File: src/rtl/emu_host_ctrl.sv
// emu_host_ctrl: toggle-handshake host command sequencer driving one ready/valid transfer per command
// Ports:
//   clock, reset                    single clock, synchronous active-high reset
//   host_cmd_toggle/op/wdata0/1     host command (any toggle level change = one command)
//   host_err_clr                    level, clears sticky errors
//   host_ack_toggle, host_rdata     completion toggle and io_out captured data
//   host_busy, host_err             in-flight flag, sticky {overrun, timeout, illegal}
//   host_*_cnt, host_stall_cycles   per-port transfer counters, stall-cycle counter
//   io_insns_*, io_io_i_*, io_io_o_* emulator ready/valid ports
// Option: define EMU_HOST_CTRL_PERF_EN to build the stall-cycle counter.
module emu_host_ctrl #(
  parameter int unsigned TIMEOUT_CYCLES = 65535,
  parameter int unsigned CNT_W = 16
) (
  input  logic             clock,
  input  logic             reset,
  input  logic             host_cmd_toggle,
  input  logic [1:0]       host_cmd_op,
  input  logic [15:0]      host_wdata0,
  input  logic [15:0]      host_wdata1,
  input  logic             host_err_clr,
  output logic             host_ack_toggle,
  output logic [15:0]      host_rdata,
  output logic             host_busy,
  output logic [2:0]       host_err,
  output logic [CNT_W-1:0] host_insn_cnt,
  output logic [CNT_W-1:0] host_in_cnt,
  output logic [CNT_W-1:0] host_out_cnt,
  output logic [31:0]      host_stall_cycles,
  output logic             io_insns_valid,
  input  logic             io_insns_ready,
  output logic [15:0]      io_insns_bits_0,
  output logic [15:0]      io_insns_bits_1,
  output logic             io_io_i_valid,
  input  logic             io_io_i_ready,
  output logic [15:0]      io_io_i_bits_0,
  input  logic             io_io_o_valid,
  output logic             io_io_o_ready,
  input  logic [15:0]      io_io_o_bits_0
);
  typedef enum logic [1:0] {S_IDLE, S_INSN, S_IN, S_OUT} state_t;
  localparam bit TMO_EN = TIMEOUT_CYCLES != 0;
  localparam logic [31:0] TMO_LAST = 32'(TIMEOUT_CYCLES - 1);
  state_t r_state, w_next;
  logic r_tog_q, r_ins_v, r_in_v, r_out_r, r_ack;
  logic [15:0] r_w0, r_w1, r_rdata;
  logic [31:0] r_tmo;
  logic [2:0] r_err;
  logic [CNT_W-1:0] r_insn_cnt, r_in_cnt, r_out_cnt;
  logic w_cmd, w_busy, w_hs_insn, w_hs_in, w_hs_out, w_hs, w_tmo, w_done, w_ill, w_ovr;
  assign w_cmd = host_cmd_toggle != r_tog_q;
  assign w_busy = r_state != S_IDLE;
  assign w_hs_insn = r_ins_v & io_insns_ready;
  assign w_hs_in = r_in_v & io_io_i_ready;
  assign w_hs_out = r_out_r & io_io_o_valid;
  assign w_hs = w_hs_insn | w_hs_in | w_hs_out;
  // r_tmo counts completed waiting cycles, so the abort lands on the TIMEOUT_CYCLES-th busy cycle
  assign w_tmo = TMO_EN && w_busy && !w_hs && r_tmo == TMO_LAST;
  assign w_done = w_busy & (w_hs | w_tmo);
  assign w_ill = !w_busy && w_cmd && host_cmd_op == 2'd3;
  assign w_ovr = w_busy & w_cmd;
  always_comb begin
    w_next = r_state;
    if (w_done) w_next = S_IDLE;
    // ops 0,1,2 map onto INSN, IN, OUT in encoding order
    else if (!w_busy && w_cmd && host_cmd_op != 2'd3) w_next = state_t'(host_cmd_op + 2'd1);
  end
  always_ff @(posedge clock) begin
    r_tog_q <= host_cmd_toggle;
    if (reset) begin
      r_state <= S_IDLE;
      r_ins_v <= 1'b0;
      r_in_v <= 1'b0;
      r_out_r <= 1'b0;
      r_tmo <= '0;
      r_w0 <= '0;
      r_w1 <= '0;
      r_ack <= 1'b0;
      r_rdata <= '0;
      r_err <= '0;
      r_insn_cnt <= '0;
      r_in_cnt <= '0;
      r_out_cnt <= '0;
    end else begin
      r_state <= w_next;
      r_ins_v <= w_next == S_INSN;
      r_in_v <= w_next == S_IN;
      r_out_r <= w_next == S_OUT;
      r_tmo <= (TMO_EN && w_busy && !w_done) ? r_tmo + 32'd1 : '0;
      if (!w_busy && w_cmd) begin
        r_w0 <= host_wdata0;
        r_w1 <= host_wdata1;
      end
      if (w_ill || w_done) r_ack <= ~r_ack;
      if (w_hs_out) r_rdata <= io_io_o_bits_0;
      if (w_hs_insn) r_insn_cnt <= r_insn_cnt + CNT_W'(1);
      if (w_hs_in) r_in_cnt <= r_in_cnt + CNT_W'(1);
      if (w_hs_out) r_out_cnt <= r_out_cnt + CNT_W'(1);
      // a set event in the clear cycle still lands
      r_err <= (host_err_clr ? 3'b000 : r_err) | {w_ovr, w_tmo, w_ill};
    end
  end
`ifdef EMU_HOST_CTRL_PERF_EN
  logic [31:0] r_stall;
  always_ff @(posedge clock) begin
    if (reset || host_err_clr) r_stall <= '0;
    else if (w_busy && !w_hs && r_stall != '1) r_stall <= r_stall + 32'd1;
  end
  assign host_stall_cycles = r_stall;
`else
  assign host_stall_cycles = '0;
`endif
  assign host_ack_toggle = r_ack;
  assign host_rdata = r_rdata;
  assign host_busy = w_busy;
  assign host_err = r_err;
  assign host_insn_cnt = r_insn_cnt;
  assign host_in_cnt = r_in_cnt;
  assign host_out_cnt = r_out_cnt;
  assign io_insns_valid = r_ins_v;
  assign io_insns_bits_0 = r_w0;
  assign io_insns_bits_1 = r_w1;
  assign io_io_i_valid = r_in_v;
  assign io_io_i_bits_0 = r_w0;
  assign io_io_o_ready = r_out_r;
endmodule

File: config.mk
export PLATFORM = sky130hd
export DESIGN_NAME = emu_host_ctrl
export DESIGN_NICKNAME = d
export VERILOG_FILES = /design/src/rtl/emu_host_ctrl.sv
export SDC_FILE = /design/constraint.sdc
export NUM_CORES = 1
export LEC_CHECK = 0
export BUFFER_PORTS_ARGS = -buffer_cell sky130_fd_sc_hd__buf_2
export CAP_MARGIN = 20
export CORE_ASPECT_RATIO = 1.5
export CORE_MARGIN = 10
export CORE_UTILIZATION = 45
export CTS_CLUSTER_SIZE = 20
export DETAILED_ROUTE_END_ITERATION = 12
export GPL_TIMING_DRIVEN = 0
export MAX_ROUTING_LAYER = met4
export PLACE_DENSITY_LB_ADDON = 0.05
export SLEW_MARGIN = 0
export SYNTH_ARGS = -nofsm -noshare
export SYNTH_HDL_FRONTEND = slang
export SYNTH_SLANG_ARGS = --single-unit
File: constraint.sdc
create_clock -name clock -period 2.5 [get_ports clock]
set_input_delay 0.5 -clock clock [delete_from_list [all_inputs] [get_ports clock]]
set_output_delay 0.5 -clock clock [all_outputs]
set_load 0.02 [all_outputs]
Yosys cells after proc, flatten, opt, wreduce, memory -nomap -nowiden
Index checks and enable logic that the tools add are counted.

Input port bits: 57. Register bits: 138. Word-level logic and storage cells: 52. Output and inout bits: 152.

Reduce and logical (&&, ||, !) cells: 12. Add/subtract/negate cells: 5. Eq/ne operators: 7. Bitwise gates (word level): 11. Muxes and demuxes: 3.

Operator list (count): 16-bit by 1-bit adder with 16-bit output, second input constant (3); 32-bit by 1-bit adder with 32-bit output, second input constant (1); 32-bit by 16-bit equality test with 1-bit output, second input constant (1); 2-bit equality test, second input constant (3); 1-bit logical AND (6); 1-bit bitwise AND (5); 2-bit two-way mux (2); 1-bit zero test (3); 3-bit two-way mux (1); 1-bit bitwise OR (3); 3-bit bitwise OR (1); 2-bit by 1-bit adder with 2-bit output, second input constant (1); 2-bit by 1-bit equality test with 1-bit output, second input constant (1); 2-bit != test, second input constant (1); 1-bit inverter (2); 2-bit nonzero test (1); 2-bit OR reduction (1); 1-bit logical OR (1); 1-bit != test (1).

Longest topological paths before layout
Word-level depth: 12. Depth in mapped cells: 7. Depth with buffers taken out: 6.

Least setup slack after synthesis
OpenSTA, ideal clock, no wires.

Path kind: reg-to-reg. Start point: register r_tmo[0]. End point: register r_ack (netlist: host_ack_toggle). Data arrival time: 1.849 ns. Data required time: 2.378 ns. Period minus slack after synthesis: 1.971 ns. Path slack: 0.529 ns. Cell stages (with the launch flop): 7. Path buffers: 0. Cell sequence: dfxtp_1 -> inv_1 -> ha_1 -> nor3b_1 -> or4b_2 -> o2111a_1 -> a311o_1.

Longest elaborated chain between the ends: 5.

Ends and longest elaborated chain: from (decl) (RTL line 47) `logic [31:0] r_tmo;`; from (signal assigned) (RTL line 89) `r_tmo <= (TMO_EN && w_busy && !w_done) ? r_tmo + 32'd1 : '0;`; 32-bit by 16-bit equality test with 1-bit output (RTL line 58) `assign w_tmo = TMO_EN && w_busy && !w_hs && r_tmo == TMO_LAST;`; 1-bit logical AND (RTL line 58); 1-bit bitwise OR (RTL line 59) `assign w_done = w_busy & (w_hs | w_tmo);`; 1-bit bitwise AND (RTL line 59); 1-bit logical OR (RTL line 94) `if (w_ill || w_done) r_ack <= ~r_ack;`; to (signal assigned) (RTL line 94); to (decl) (RTL line 45) `logic r_tog_q, r_ins_v, r_in_v, r_out_r, r_ack;`.

Every way passes these cells. A chain may end at the register's enable or synchronous reset.

Worst setup path in the final report
Start point: register r_tmo[7]. End point: register r_tmo[26].

Longest elaborated chain between the ends: 8. Elaborated cells on any way between the ends: 9. Those cells by class: add/sub (1); eq/ne (1); bitwise (3); reduce/logical (4).

Ends and longest elaborated chain: parallel branches: the longest is 8 deep, another holds 32-bit by 1-bit adder with 32-bit output.

Several ways; the timed one is not identified.

==> summary.md <==
| Metric | Value |
|---|---|
| H-tree depth reported by CTS | 4 |
| Power Density | between 700 and 800 nW/um^2 |
| Initial antenna violation count | 0 |
| DP Worst Slack | about 0.12 ns |
| Root Driver | clkbuf_16 |
| Hold Vio Cnt, Final | 0 |
| Initial DRC count | 280 |
| Area Overhead vs Synth | 29.0% |
| Worst-margin pin slew | 0.788 ns |
| Final Wtd Congestion | approximately 0.85 |
| Placeable Area | between 10000 and 15000 sq um |
| Slowest CP cell | or4b_2 |
| Sink Count | 138 |
| Die Span X | 116 um |
| Kind of critical path | reg -> reg |
| Share of cells above drive strength 1 | 27.4% |
| Final setup fails | 0 |
| Rows | 52 |
| Setup Skew | 0.00987 ns |
| Via count | 5960 |
| LEAKAGE | 3.44 nW |
| First-pass GRT wire length | 28300 um |
| FFs w/ async S/R, synth | 0% |
| Max_cap viols | 0 |
| Post-Syn Area | 6240 sq um |
| Routed wire per std cell | approximately 16 um |
| Period Utilization, post-route | 93.0% |
| CP Capture Type | register |
| Grt met2 use | 33.4% |
| Unrepaired setup endpoints after global routing | false |
| EDFF count, synth | 0 |
| Crit-path leading delay family | simple AND/OR/NAND/NOR gates |
| Tmin final | 2.32 ns |
| Ys Warns | 0 |
| Crit path arrival time | 2.61 ns |
| Slew Limit Headroom | a little under half |
| Seq/Total Area, Yosys | approximately 44% |
| ANT nets after route | 0 |
| Worst setup margin | ~0.18 ns |
| CTS tree | yes |
| Io pins | 209 |
| Grt ovf | 0 |
| #FFs+latches synth | 138 |
| Residual DRC | 0 |
| Met3 GRT Util | 5.04% |
| Die Span Y | 164 um |
| Critical path launch point type | register |
| Peak Freq | 430 MHz |
| Post-route setup TNS | 0 ns |
| GRT Total Usage | 18.9% |
| Clock Path Buffers | 2 |
| Vias in the first global route | between 5000 and 6000 |
| M1 GR Usage | 19.8% |
| Peak VDD IR | 0.446 mV |
| Via-to-Cell Ratio | 5.13 |
| Clock Latency Late Sink | 0.41 ns |
| DP HPWL | ~14000 um |
| DRT Pass-1 Iters | 5 |
| CP Cell Sequence | nand4_1, or4b_2, o21ai_2, buf_4, a21oi_1 |
| Total Wirelength | 18100 um |
| CP Data Required Time | 2.79 ns |
| Resized Gates After CTS | 0 |
| I/O Buffers | 176 |
| Antenna cells | 0 |
| Crit path max fanout | 10 |
| # nets final | 1050 |
| Pins Over Slew Limit | 0 |
| Initial core utilization | 46.1% |
| Num CTS Buffers | 17 |
| Hold crit path type | in -> reg |
| Die area | 19100 sq um |
| Ys flop type | dfxtp_1 |
| Pin count of the biggest net entering global routing | 17 |
| Average cell area after synthesis | 8.22 sq um |
| Global route hottest layer | met2 |
| Library cells used by synthesis | 50 |
| Cells after synthesis | 759 |
| CP max stage delay | 0.79 ns |
| Status | complete, no violations |
| Crit path buf inv count | 1 |
| CTS clock-pin slew for the worst setup and hold paths | 0.06 ns |
worst paths after layout:
path / cells past startpoint / slack, ns / from / to
max: 5 / 0.18 / r_tmo[7]$_SDFF_PP0_ / r_tmo[26]$_SDFF_PP0_
min: 1 / 0.22 / host_cmd_toggle / r_tog_q$_DFF_P_
max reg2reg: 5 / 0.18 / r_tmo[7]$_SDFF_PP0_ / r_tmo[26]$_SDFF_PP0_
min reg2reg: 2 / 0.45 / host_rdata[7]$_SDFFE_PP0P_ / host_rdata[7]$_SDFFE_PP0P_
worst reg2reg max path: cells and delay by family, from the launching register on:
family,cells,cell delay (ns)
and+or+nand+nor,2,1.12
DFF,1,0.40
AOI/OAI and AO/OA,2,0.43
buffers and inverters,1,0.26
cells by family after synthesis:
group	share of synthesized area, %
fa+ha+maj	1.20
compound gates	12.8
other cells	0.0601
buf+inv	8.46
mux	1.00
xor+xnor	5.47
simple gates	26.7
flops	44.3
routing by layer:
| layer | vias to the layer above | part of all wire [%] |
|---|---|---|
| met2 | 145 | 53 |
| met1 | 2743 | 40 |
| met4 | 0 | 1.5 |
| li1 | 3052 | - |
| met3 | 20 | 5.2 |
| met5 | - | 0 |
report_power, final:
group          internal [mW]  leakage, nW  switching [mW]  total, mW
clock                   1.57        0.281           0.950       2.52
sequential              2.35         1.12           0.125       2.48
combinational          0.415         2.04           0.793       1.21
cell usage after synthesis (3+ instances only):
master	n	area (sq um)
mux2i_1	4	40.0
nand4_1	24	150
nand2_1	134	503
or3_1	13	81.3
nand3_1	33	165
inv_1	8	30.0
and3_1	13	81.3
or4_1	15	113
and2_1	3	18.8
nor3_1	11	55.1
nor2b_1	4	25.0
dfxtp_1	138	2760
nor4_1	13	81.3
buf_4	50	375
a31o_2	3	26.3
o31ai_1	13	97.6
xor2_1	21	184
a21oi_1	87	435
o21ai_0	15	75.1
clkbuf_1	29	109
xnor2_1	18	158
or2_2	5	31.3
nor2_1	55	206
and4_1	6	52.6
ha_1	6	75.1
a31oi_1	3	18.8
metrics by stage:
| step | hold WS [ns] | power (mW) | utilization, % | instances | cell area (sq um) |
|---|---|---|---|---|---|
| 3_3_place_gp | 0.439 | 3.73 | 55.0 | 1128 | 7440 |
| 5_1_grt | 0.204 | 6.50 | 59.5 | 1161 | 8050 |
| 6_report | 0.221 | 6.21 | 59.5 | 1161 | 8050 |
| 3_5_place_dp | 0.443 | 3.74 | 55.0 | 1128 | 7440 |
| 2_1_floorplan | 0.449 | 3.32 | - | 790 | 6360 |
| 4_1_cts | 0.207 | 6.27 | 59.4 | 1159 | 8040 |
sequential cells by signal (all words and copies together), names as in the netlist:
name             cells
io_io_i_valid        1
io_insns_bits_0     16
host_out_cnt        16
host_rdata          16
io_insns_bits_1     16
host_ack_toggle      1
r_state              2
host_in_cnt         16
io_insns_valid       1
host_err             3
r_tmo               32
io_io_o_ready        1
host_insn_cnt       16
r_tog_q              1
repair_timing:
action | CTS | global route
hold buffers | 0 | 0
endpoints found under the hold margin | 0 | 0
endpoints found under the setup margin | 0 | 20
buffers inserted | 0 | 2
final cells by class:
cell class / instances / area (sq um)
Fill cell: 1335 / 5480
Multi-Input combinational cell: 562 / 3070
Sequential cell: 138 / 2760
Timing Repair Buffer: 178 / 896
Buffer: 81 / 494
Clock buffer: 22 / 484
Tap cell: 162 / 203
Clock inverter: 9 / 113
Inverter: 9 / 33.8
placed cells by master, fill, tap and decap left out, types with 18 or more instances in the layout:
| cell | count |
|---|---|
| a21oi_1 | 87 |
| buf_2 | 177 |
| buf_4 | 52 |
| clkbuf_1 | 30 |
| conb_1 | 32 |
| dfxtp_1 | 138 |
| nand2_1 | 134 |
| nand3_1 | 33 |
| nand4_1 | 24 |
| nor2_1 | 55 |
| xnor2_1 | 18 |
| xor2_1 | 21 |
(Power assumes the default switching activity.)
